$ cat src/rtl/uart_tx_feeder.sv
// -----------------------------------------------------------------------------
// uart_tx_feeder
//
// Frame queue and launch sequencer that sits directly in front of a UART
// transmitter. Core logic pushes frames into a synchronous FIFO. One frame at
// a time is popped into a holding register. A rising-edge start request is
// then issued. The next frame is not launched until the transmitter's
// stop-bit done level has been seen to rise and then fall.
//
// Parameters
//   DATA_FRAME : frame width in bits (5..9), must match the transmitter
//   DEPTH      : FIFO entries, power of two, 2..256
//   START_HOLD : cycles o_tx_start is held high per frame, >= 1
//
// Ports
//   i_clk        system clock
//   i_rst        synchronous active-high reset
//   i_wr_data    frame to enqueue
//   i_wr_en      enqueue strobe, sampled every cycle
//   o_full       FIFO holds DEPTH entries
//   o_empty      FIFO holds no entries
//   o_level      current FIFO occupancy
//   o_overflow   sticky, set when a write is attempted while full
//   o_tx_data    frame presented to the transmitter
//   o_tx_start   start request; the transmitter acts on its rising edge
//   i_tx_done    transmitter done level, high during the stop bit
//   o_busy       a frame is in flight (sequencer not idle)
//
// All outputs come straight from flops.
// -----------------------------------------------------------------------------
module uart_tx_feeder #(
  parameter int DATA_FRAME = 8,
  parameter int DEPTH      = 16,
  parameter int START_HOLD = 2
) (
  input  logic                       i_clk,
  input  logic                       i_rst,
  input  logic [DATA_FRAME-1:0]      i_wr_data,
  input  logic                       i_wr_en,
  output logic                       o_full,
  output logic                       o_empty,
  output logic [$clog2(DEPTH+1)-1:0] o_level,
  output logic                       o_overflow,
  output logic [DATA_FRAME-1:0]      o_tx_data,
  output logic                       o_tx_start,
  input  logic                       i_tx_done,
  output logic                       o_busy
);

  localparam int AW = $clog2(DEPTH);
  localparam int LW = $clog2(DEPTH + 1);
  localparam int CW = (START_HOLD > 1) ? $clog2(START_HOLD) : 1;

  typedef enum logic [2:0] {
    ST_IDLE    = 3'd0,
    ST_SETUP   = 3'd1,
    ST_START   = 3'd2,
    ST_WAIT_HI = 3'd3,
    ST_WAIT_LO = 3'd4
  } state_t;

  // FIFO storage and bookkeeping
  logic [DATA_FRAME-1:0] r_mem [DEPTH];
  logic [AW-1:0]         r_wr_ptr;
  logic [AW-1:0]         r_rd_ptr;
  logic [LW-1:0]         r_level;
  logic                  r_full;
  logic                  r_empty;
  logic                  r_overflow;

  // Sequencer
  state_t                r_state;
  state_t                w_state_nxt;
  logic [CW-1:0]         r_hold_cnt;
  logic [CW-1:0]         w_hold_cnt_nxt;
  logic                  r_done_seen_lo;
  logic                  w_done_seen_lo_nxt;

  // Registered outputs
  logic [DATA_FRAME-1:0] r_tx_data;
  logic                  r_tx_start;
  logic                  r_busy;

  // Handshake / next-state wires
  logic                  w_wr_accept;
  logic                  w_pop;
  logic [LW-1:0]         w_level_nxt;
  logic                  w_full_nxt;
  logic                  w_empty_nxt;

  // Full is judged on the registered flag, so a write in the same cycle as a
  // pop from a full FIFO is still refused.
  assign w_wr_accept = i_wr_en & ~r_full;

  // Occupancy next-state: a write and a pop together leave the level alone.
  always_comb begin
    w_level_nxt = r_level;
    case ({w_wr_accept, w_pop})
      2'b10:   w_level_nxt = r_level + LW'(1);
      2'b01:   w_level_nxt = r_level - LW'(1);
      default: w_level_nxt = r_level;
    endcase
    w_full_nxt  = (w_level_nxt == LW'(DEPTH));
    w_empty_nxt = (w_level_nxt == LW'(0));
  end

  // FIFO storage write port; contents need no reset because the pointers do.
  always_ff @(posedge i_clk) begin
    if (w_wr_accept) begin
      r_mem[r_wr_ptr] <= i_wr_data;
    end
  end

  // FIFO pointers, occupancy flags and sticky overflow.
  always_ff @(posedge i_clk) begin
    if (i_rst) begin
      r_wr_ptr   <= {AW{1'b0}};
      r_rd_ptr   <= {AW{1'b0}};
      r_level    <= {LW{1'b0}};
      r_full     <= 1'b0;
      r_empty    <= 1'b1;
      r_overflow <= 1'b0;
    end else begin
      // DEPTH is a power of two, so the pointers wrap naturally.
      if (w_wr_accept) begin
        r_wr_ptr <= r_wr_ptr + AW'(1);
      end
      if (w_pop) begin
        r_rd_ptr <= r_rd_ptr + AW'(1);
      end
      r_level <= w_level_nxt;
      r_full  <= w_full_nxt;
      r_empty <= w_empty_nxt;
      if (i_wr_en && r_full) begin
        r_overflow <= 1'b1;
      end
    end
  end

  // Sequencer next-state, pop request and start-hold counter.
  always_comb begin
    w_state_nxt    = r_state;
    w_hold_cnt_nxt = r_hold_cnt;
    w_pop          = 1'b0;
    case (r_state)
      ST_IDLE: begin
        if (!r_empty) begin
          w_pop       = 1'b1;
          w_state_nxt = ST_SETUP;
        end else begin
          w_state_nxt = ST_IDLE;
        end
      end
      ST_SETUP: begin
        // One quiet cycle so the data is settled before the start edge.
        w_state_nxt    = ST_START;
        w_hold_cnt_nxt = {CW{1'b0}};
      end
      ST_START: begin
        if (r_hold_cnt == CW'(START_HOLD - 1)) begin
          w_state_nxt    = ST_WAIT_HI;
          w_hold_cnt_nxt = {CW{1'b0}};
        end else begin
          w_state_nxt    = ST_START;
          w_hold_cnt_nxt = r_hold_cnt + CW'(1);
        end
      end
      ST_WAIT_HI: begin
        // A done level that was already high when this frame was popped
        // belongs to an earlier frame; only a high that follows a low seen
        // during this frame counts.
        if (i_tx_done && r_done_seen_lo) begin
          w_state_nxt = ST_WAIT_LO;
        end else begin
          w_state_nxt = ST_WAIT_HI;
        end
      end
      ST_WAIT_LO: begin
        if (!i_tx_done) begin
          w_state_nxt = ST_IDLE;
        end else begin
          w_state_nxt = ST_WAIT_LO;
        end
      end
      default: begin
        w_state_nxt    = ST_IDLE;
        w_hold_cnt_nxt = {CW{1'b0}};
      end
    endcase
  end

  // Tracks whether i_tx_done has been low since the current frame was popped.
  always_comb begin
    w_done_seen_lo_nxt = r_done_seen_lo;
    if (w_pop) begin
      w_done_seen_lo_nxt = 1'b0;
    end else if ((r_state != ST_IDLE) && !i_tx_done) begin
      w_done_seen_lo_nxt = 1'b1;
    end else begin
      w_done_seen_lo_nxt = r_done_seen_lo;
    end
  end

  // Sequencer state register.
  always_ff @(posedge i_clk) begin
    if (i_rst) begin
      r_state        <= ST_IDLE;
      r_hold_cnt     <= {CW{1'b0}};
      r_done_seen_lo <= 1'b0;
    end else begin
      r_state        <= w_state_nxt;
      r_hold_cnt     <= w_hold_cnt_nxt;
      r_done_seen_lo <= w_done_seen_lo_nxt;
    end
  end

  // Output registers, decoded from the next state so they line up with it.
  always_ff @(posedge i_clk) begin
    if (i_rst) begin
      r_tx_data  <= {DATA_FRAME{1'b0}};
      r_tx_start <= 1'b0;
      r_busy     <= 1'b0;
    end else begin
      // The holding register only changes on a pop, so the frame is stable
      // from SETUP until the sequencer returns to idle.
      if (w_pop) begin
        r_tx_data <= r_mem[r_rd_ptr];
      end
      r_tx_start <= (w_state_nxt == ST_START);
      r_busy     <= (w_state_nxt != ST_IDLE);
    end
  end

  assign o_full     = r_full;
  assign o_empty    = r_empty;
  assign o_level    = r_level;
  assign o_overflow = r_overflow;
  assign o_tx_data  = r_tx_data;
  assign o_tx_start = r_tx_start;
  assign o_busy     = r_busy;

endmodule
$ cat config.mk
export PLATFORM = sky130hd
export DESIGN_NAME = uart_tx_feeder
export DESIGN_NICKNAME = d
export VERILOG_FILES = /design/src/rtl/uart_tx_feeder.sv
export SDC_FILE = /design/constraint.sdc
export NUM_CORES = 1
export LEC_CHECK = 0
export CELL_PAD_IN_SITES_DETAIL_PLACEMENT = 1
export CELL_PAD_IN_SITES_GLOBAL_PLACEMENT = 2
export CORE_ASPECT_RATIO = 0.7
export CORE_UTILIZATION = 45
export CTS_CLUSTER_DIAMETER = 50
export DETAILED_ROUTE_END_ITERATION = 10
export PLACE_DENSITY = 0.81
export SLEW_MARGIN = 20
export SYNTH_ARGS = -nofsm -noshare
export SYNTH_HDL_FRONTEND = slang
export SYNTH_SLANG_ARGS = --single-unit
export TNS_END_PERCENT = 5
$ cat constraint.sdc
create_clock -name i_clk -period 4 [get_ports i_clk]
set_input_delay 0.8 -clock i_clk [delete_from_list [all_inputs] [get_ports i_clk]]
set_output_delay 0.8 -clock i_clk [all_outputs]
set_load 0.05 [all_outputs]
Word-level counts from Yosys, hierarchy flattened
Memory sizes are Yosys's and may differ from the RTL's. A register that Yosys moved wholly into a read port is not among the register bits.
Cells that the tools add are included.
- $add $sub $neg: 5
- equal/unequal tests: 8
- bitwise gates (word level): 2
- multiplexer cells: 12
- reduce and logical (&&, ||, !) cells: 10
- operators by type and width (cell ; number):
    3-bit case mux with 5 select lines ; 1
    5-bit case mux with 2 select lines ; 1
    3-bit by 2-bit == test with 1-bit output, second input constant ; 3
    4-bit by 1-bit adder with 4-bit output, second input constant ; 2
    1-bit 2-to-1 mux ; 7
    3-bit 2-to-1 mux ; 2
    3-bit nonzero test ; 2
    5-bit by 1-bit adder with 5-bit output, second input constant ; 1
    5-bit == test, second input constant ; 1
    5-bit zero test ; 1
    5-bit by 1-bit subtractor with 5-bit output, second input constant ; 1
    3-bit by 1-bit == test with 1-bit output, second input constant ; 1
    3-bit == test, second input constant ; 1
    1-bit logical AND ; 3
    3-bit zero test ; 1
    3-bit OR reduction ; 1
    2-bit by 1-bit == test with 1-bit output, second input constant ; 1
    2-bit == test, second input constant ; 1
    1-bit case mux with 2 select lines ; 1
    2-bit OR reduction ; 1
    1-bit adder, second input constant ; 1
    1-bit bitwise AND ; 1
    1-bit zero test ; 1
    1-bit NOT ; 1
- memories kept: 1
- logic and storage cells: 49
- flip-flop bits (word level): 23
- memory bits (writable): 128
- input port bits: 12
- output and inout port bits: 18
- memories (name ; depth ; width ; read ports ; clocked after Yosys merged registers in ; write ports ; line ; RTL):
    r_mem ; 16 ; 8 ; 1 ; 1 ; 1 ; 63 ; logic [DATA_FRAME-1:0] r_mem [DEPTH];

Depth between registers and ports, before layout
- word-level depth: 5
- depth in mapped cells: 12
- depth with buffers taken out: 10

Worst setup path after synthesis
Ideal clock, no wire load.
- path kind: input to register
- from: in i_wr_en
- to: reg r_empty (netlist: o_empty)
- buffers on the path: 1
- arrival time: 2.837 ns
- setup time: 0.096 ns
- data required time: 3.904 ns
- path slack: 1.067 ns
- stages: 9
- path through: nor2b_1 -> clkinv_4 -> ha_1 -> clkbuf_1 -> nor2_1 -> and2_1 -> a221o_1 -> or2_0 -> o41ai_2
- cells in the longest elaborated chain, start to end: 4
- elaborated cells on any way between the ends: 5
- classes of those cells: eq/ne (2); mux (1); bitwise (1); reduce/logical (1)
- RTL lines (item ; line ; RTL):
    from (decl) ; 39 ; input logic i_wr_en,
    1-bit bitwise AND * ; 93 ; assign w_wr_accept = i_wr_en & ~r_full;
    2-bit by 1-bit == test with 1-bit output or 2-bit == test (tied branches) ; 98 ; case ({w_wr_accept, w_pop})
    5-bit case mux with 2 select lines * ; 98 ;
    5-bit zero test * ; 104 ; w_empty_nxt = (w_level_nxt == LW'(0));
    to (signal assigned) ; 133 ; r_empty <= w_empty_nxt;
    to (decl) ; 68 ; logic r_empty;
Every way passes the cells marked *; elsewhere a longest branch is shown, timed or not.
A chain may end at the register's enable or synchronous reset.

Worst setup path after layout
- from: reg r_state[2]
- to: reg r_full (netlist: o_full)
- cells in the longest elaborated chain, start to end: 5
- elaborated cells on any way between the ends: 6
- classes of those cells: eq/ne (3); mux (2); reduce/logical (1)
- RTL lines (item ; line ; RTL):
    from (decl) ; 72 ; state_t r_state;
    from (signal assigned) ; 211 ; r_state <= w_state_nxt;
    3-bit zero test * ; 145 ; case (r_state)
    1-bit 2-to-1 mux * ; 145 ;
    2-bit by 1-bit == test with 1-bit output or 2-bit == test (tied branches) ; 98 ;
    5-bit case mux with 2 select lines * ; 98 ;
    5-bit == test * ; 103 ; w_full_nxt = (w_level_nxt == LW'(DEPTH));
    to (signal assigned) ; 132 ; r_full <= w_full_nxt;
    to (decl) ; 67 ; logic r_full;
Marked as above.

==> impl_metrics.csv <==
group,metric,value,unit
drt,first_pass_iters,4,
power_and_ir_drop,p_seq_frac,0.426,
power_and_ir_drop,p_comb_frac,0.259,
timing,fin_crit_sh,0.785,
drt,routed_wl,14.3,mm
synthesis,ys_warn_count,0,
clock_network,clk_latency,0.42,ns
floorplanning,initial_core_util,0.472,
hold_path,hp-start,"o_overflow",
floorplanning,core_area,0.0135,mm2
timing,hold_slack,0.492,ns
synthesis,ys_seq_elements,159,
clock_network,htreeDepth,4,
worst_setup_path,crit_fanout,23,
floorplanning,fp.dieW,144,um
timing,clock_skew,0.0108,ns
grt,grt_start_max_net_pins,36,
worst_setup_path,path_cells,"or4_4 -> clkinv_8 -> nand2_4 -> xnor2_1 -> ha_1 -> and4b_1 -> a2111oi_0 -> a221o_1 -> o21ai_1 -> nor4_1",
clock_network,cts_buffers,17,
clock_network,postCtsHoldBufs,0,
place,place_hpwl,9.38,mm
synthesis,synth_area_per_cell,16.2,um2
worst_setup_path,worstPathArrival,3.46,ns
timing,finalWorstPathRequiredPeriod,3.14,ns
worst_setup_path,cp_slowest_cell,"or4_4",
worst_setup_path,worstSetupPathType,"reg -> reg",
drt,drtIter0Drc,221,
clock_network,cts_tree,"done",
grt,grt_pass1_vias,3757,
timing,tns,0,ns
power_and_ir_drop,p_switching,0.00157,W
layout,num_antenna_cells,0,
synthesis,ys_types,46,
power_and_ir_drop,p_int,0.00330,W
layout,layout.nets,454,
grt,track_usage,0.216,
grt,grt.overflow.total,0,
worst_setup_path,startpoint,"r_state[2]",
drt,wl_per_cell,22.6,um
power_and_ir_drop,clockPowerShare,0.315,
clock_network,clock_path_buffers,2,
floorplanning,num_rows,35,
grt,grt_antenna_before_repair,0,
timing,hold_viol,0,
clock_network,post_cts_resized,0,
power_and_ir_drop,p_sw_frac,0.322,
drt,drcViolationCount,0,
power_and_ir_drop,p_leak,2.47,nW
place,portBuffers,29,
synthesis,synthArstFlopShare,0,
worst_setup_path,required,4.32,ns
worst_setup_path,r2r-start,"r_state[2]",
job,maxCapViolCount,0,
floorplanning,die-area,0.0146,mm2
worst_setup_path,crit_path_start_kind,"flip-flop",
drt,viasPerCell,5.65,
layout,area_growth_syn_to_layout,17.5,%
grt,grt_pass1_wl,22.1,mm
timing,rsz0062_at_grt,"false",
outcome,outcome,"complete, no violations",
worst_setup_path,end_kind,"flip-flop",
drt,ant_nets,0,
timing,fmax,318,MHz
place,finalWeightedCongestion,0.739,
clock_network,cts_sinks,159,
layout,final_common_cell,"edfxtp_1",
timing,worstMarginPinSlew,1.01,ns
layout,fillers,1298,
clock_network,post_cts_buffers,0,
power_and_ir_drop,peakVddDrop,0.312,mV
worst_setup_path,cpPeakStageDelay,0.78,ns
floorplanning,dieHeight,102,um
layout,drive_above_1_share,0.205,
floorplanning,ios,30,
clock_network,root_buffer,"clkbuf_16",
power_and_ir_drop,power_density,650,mW/mm2
drt,vias,3576,
synthesis,synthFlopType,"edfxtp_1",
synthesis,synthCells,393,
clock_network,path_clk_slew,0.07,ns
layout,final_cell_mix,"128 x edfxtp_1, 40 x nor2_1, 32 x mux4_2",
timing,setup_viol,0,
synthesis,synth_nets,412,
timing,drv_slew,0,
synthesis,synth-edff-count,128,
hold_path,min_path_type,"reg -> reg",
synthesis,syn-cell-area,0.00637,mm2
timing,slew_headroom,0.327,
synthesis,ys_seq_area_frac,0.701,
-- metrics by stage --
step | cell area [um2] | util | power (W) | std cells | setup WS (ns)
final | 7480 | 0.555 | 0.00486 | 633 | 0.859
after global routing | 7480 | 0.555 | 0.00509 | 633 | 0.679
after CTS | 7480 | 0.555 | 0.00491 | 633 | 0.847
after detailed placement | 6920 | 0.513 | 0.00337 | 601 | 0.471
after global placement | 6920 | 0.513 | 0.00331 | 601 | 0.595
after floorplan | 6370 | - | 0.00300 | 393 | 1.07
-- registers in the layout (all words and copies together), names as in the netlist --
register / flops
r_hold_cnt: 1
r_mem: 128
o_full: 1
r_wr_ptr: 4
o_empty: 1
r_state: 3
o_overflow: 1
o_tx_start: 1
r_done_seen_lo: 1
o_tx_data: 8
o_level: 5
r_rd_ptr: 4
o_busy: 1
-- per-layer routing --
metal	wire length [um]	global-route usage	vias up
li1	-	-	1603
met2	6650	0.323	84
met5	0	0	-
met3	640	0.0553	12
met1	6900	0.315	1877
met4	112	0.0599	0
-- kinds of logic after synthesis --
| group | after synthesis | share of synthesized area |
|---|---|---|
| DFF | 159 | 0.701 |
| and+or+nand+nor | 89 | 0.0683 |
| AOI/OAI and AO/OA | 59 | 0.0597 |
| buffers and inverters | 35 | 0.0275 |
| muxes | 34 | 0.116 |
| xor gates and xnor gates | 10 | 0.0137 |
| adders and majority gates | 7 | 0.0137 |
-- area by class of cell --
class	count	area, um2	area share
Clock buffer	19	464	0.0620
Tap cell	185	231	0.0309
Sequential cell	159	4470	0.597
Clock inverter	13	98.8	0.0132
Inverter	9	51.3	0.00685
Timing Repair Buffer	49	440	0.0588
Multi-Input combinational cell	199	1730	0.231
-- power groups by stage --
stage               clock [W]  sequential (W)  combinational (W)
global route          0.00162         0.00209            0.00137
CTS                   0.00156         0.00207            0.00127
detailed placement          0         0.00210            0.00126
global placement            0         0.00210            0.00122
floorplan                   0         0.00220           0.000805
finish                0.00153         0.00207            0.00126
-- cell usage after synthesis, types with 2 or more instances --
| cell type | number | share of area |
|---|---|---|
| a2111oi_0 | 2 | 0.0027 |
| a21oi_1 | 26 | 0.020 |
| a22oi_1 | 16 | 0.019 |
| a31oi_1 | 2 | 0.0020 |
| and2_1 | 3 | 0.0029 |
| buf_1 | 6 | 0.0035 |
| buf_2 | 3 | 0.0024 |
| buf_6 | 3 | 0.0053 |
| clkbuf_1 | 14 | 0.0082 |
| dfxtp_1 | 31 | 0.097 |
| edfxtp_1 | 128 | 0.60 |
| ha_1 | 7 | 0.014 |
| inv_1 | 7 | 0.0041 |
| mux2i_1 | 2 | 0.0031 |
| mux4_2 | 32 | 0.11 |
| nand2_1 | 12 | 0.0071 |
| nand2b_1 | 2 | 0.0020 |
| nand4_1 | 2 | 0.0020 |
| nor2_1 | 40 | 0.024 |
| nor2b_1 | 5 | 0.0049 |
| nor3_1 | 11 | 0.0086 |
| nor3b_1 | 4 | 0.0047 |
| o211ai_1 | 3 | 0.0035 |
| o21ai_0 | 2 | 0.0016 |
| xnor2_1 | 5 | 0.0069 |
| xor2_1 | 5 | 0.0069 |
-- path summary, 6_finish.rpt --
kind                      to  slack [ns]  cells past startpoint
hold reg to reg   o_overflow        0.49                      2
setup reg to reg      o_full        0.86                     10
hold / removal    o_overflow        0.49                      2
setup / recovery      o_full        0.86                     10
-- worst max-delay path, delay by kind of cell (launching register included) --
family,cells,cell delay [ns]
XOR/XNOR,1,0.13
AO/OA/AOI/OAI,3,0.77
flip-flops,1,0.41
buffers and inverters,1,0.14
AND/OR/NAND/NOR,4,1.36
adder cells (fa/ha/maj),1,0.23
No activity file was read; power rests on OpenSTA's default activity.
==> patch (config.mk and constraints unchanged) <==
Change the parameter `DEPTH` from 16 to 8.
--- a/src/rtl/uart_tx_feeder.sv
+++ b/src/rtl/uart_tx_feeder.sv
@@ -30,7 +30,7 @@
 // -----------------------------------------------------------------------------
 module uart_tx_feeder #(
   parameter int DATA_FRAME = 8,
-  parameter int DEPTH      = 16,
+  parameter int DEPTH      = 8,
   parameter int START_HOLD = 2
 ) (
   input  logic                       i_clk,
Interface: changed (resized o_level); port bits go from 30 to 29. No check against the original RTL was run, so the function may have changed too.
==> patch against the original RTL <==
  * Cell area fell by 42%
  * Sequential power fell by 40%
  * Die area fell by 43%
  * Worst setup slack improved by 0.23 ns
  * Critical endpoint unchanged
  * Total power fell by 37%
  * Area after synthesis fell by 43%
  * Sequential cell count fell by 67
  * Combinational power fell by 30%
  * Maximum frequency rose by 7.8%
  * Via count fell by 44%
  * Sequential share of layout area fell by 2.5 points
  * Routed wire length fell by 51%
  * Clock power fell by 38%
  * Largest cell class unchanged
==> patch: results (changes against the original RTL) <==
[detailed_routing]
wl_met1_um = 3377  ; -51%
via_per_inst = 5.500  ; -2.6%
drt_iter0_drc = 75  ; -66%
wl_met2_um = 3269  ; -51%

[power_and_ir_drop]
ir_drop_uv = 393.9  ; +26%
p_int_mw = 2.104  ; -36%

[grt]
grt_max_degree = 23  ; -36%
grt_usage_pct = 18.95  ; -2.6 points
use_met2_pct = 27.30  ; -5.0 points
grt_pass1_wl_um = 11200  ; -49%
grt.met3_usage_pct = 6.548  ; +1.0 points
grt_pass1_vias = 2039  ; -46%

[place]
place_ws_ns = 0.7554  ; +0.2839 ns
dp.cells = 350  ; -42%
placed_area_um2 = 4001  ; -42%
port-buffer-count = 28  ; -3.4%
globalplace.congestion = 0.7202  ; -2.6%

[worst_setup_path]
max_stage_delay_ns = 0.47  ; -0.31 ns
cpMaxStageDelayCell = clkdlybuf4s50_1
cp.arrival_ns = 3.14  ; -0.32 ns

[synthesis]
yosys_warnings = 0  ; unchanged
ys_seq_area_share_pct = 68.86  ; -1.2 points
synth_area_leaders = edfxtp_1 53%, dfxtp_1 16%, mux4_2 10%
synth.distinct_cells = 35  ; -24%
syn-num-nets = 248  ; -40%
synth_common_cells = 64 x edfxtp_1, 33 x nor2_1, 28 x dfxtp_1, 16 x mux4_2, 12 x mux2i_1

[outcome]
status = complete, no violations

[timing]
clock_skew_ns = 0.003907  ; -0.006889 ns
worstMarginPinSlew_ns = 1.050  ; +0.03960 ns

[finish]
num-fill-cells = 718  ; -45%
drive_above_1_share_pct = 15.30  ; -5.2 points

[clocking]
clk-insertion-delay-late_ns = 0.34  ; -0.08 ns
numCtsBuffers = 9  ; -8
cts.htree.levels = 3  ; -1

==> patch: cell count changes in the layout (fill, tap and decap cells not counted), sizes merged, moves of 10 or more <==
| cell | delta |
|---|---|
| mux4 | -16 |
| a21oi | -23 |
| buf | -14 |
| mux2i | +10 |
| a22oi | -15 |
| edfxtp | -64 |
| clkbuf | -10 |
| inv | -12 |
==> patch: kinds of logic after synthesis <==
logic type                 count (synthesis)  share of synthesized area [%]
DFF                                       92                          68.86
xor gates and xnor gates                   9                          2.187
muxes                                     28                          13.33
AOI/OAI and AO/OA                         21                          4.061
adders and majority gates                  5                          1.736
buffers and inverters                     16                          1.909
and+or+nand+nor                           60                          7.914
==> patch: area by class of cell <==
type / instances / area (µm²) / share of cell area (%)
Sequential cell: 92 / 2482 / 57.18
Clock inverter: 7 / 115.1 / 2.651
Inverter: 3 / 11.26 / 0.2594
Timing Repair Buffer: 34 / 325.3 / 7.493
Tap cell: 98 / 122.6 / 2.824
Multi-Input combinational cell: 123 / 1060 / 24.41
Clock buffer: 9 / 225.2 / 5.187
==> patch: path summary, 6_finish.rpt <==
path                    from    endpoint  slack, ns  cells past startpoint
setup reg to reg  r_state[0]      o_full       1.43                      7
setup / recovery     i_wr_en      o_full       1.09                     10
hold reg to reg   o_overflow  o_overflow       0.48                      2
hold / removal    o_overflow  o_overflow       0.48                      2
==> patch: power by group through the flow <==
stage | registers (mW) | clock network [mW] | logic (mW)
6_report | 1.24 | 0.950 | 0.876
5_1_grt | 1.26 | 1.01 | 0.948
4_1_cts | 1.25 | 0.970 | 0.888
3_5_place_dp | 1.27 | 0 | 0.881
3_3_place_gp | 1.26 | 0 | 0.865
2_1_floorplan | 1.43 | 0 | 0.443
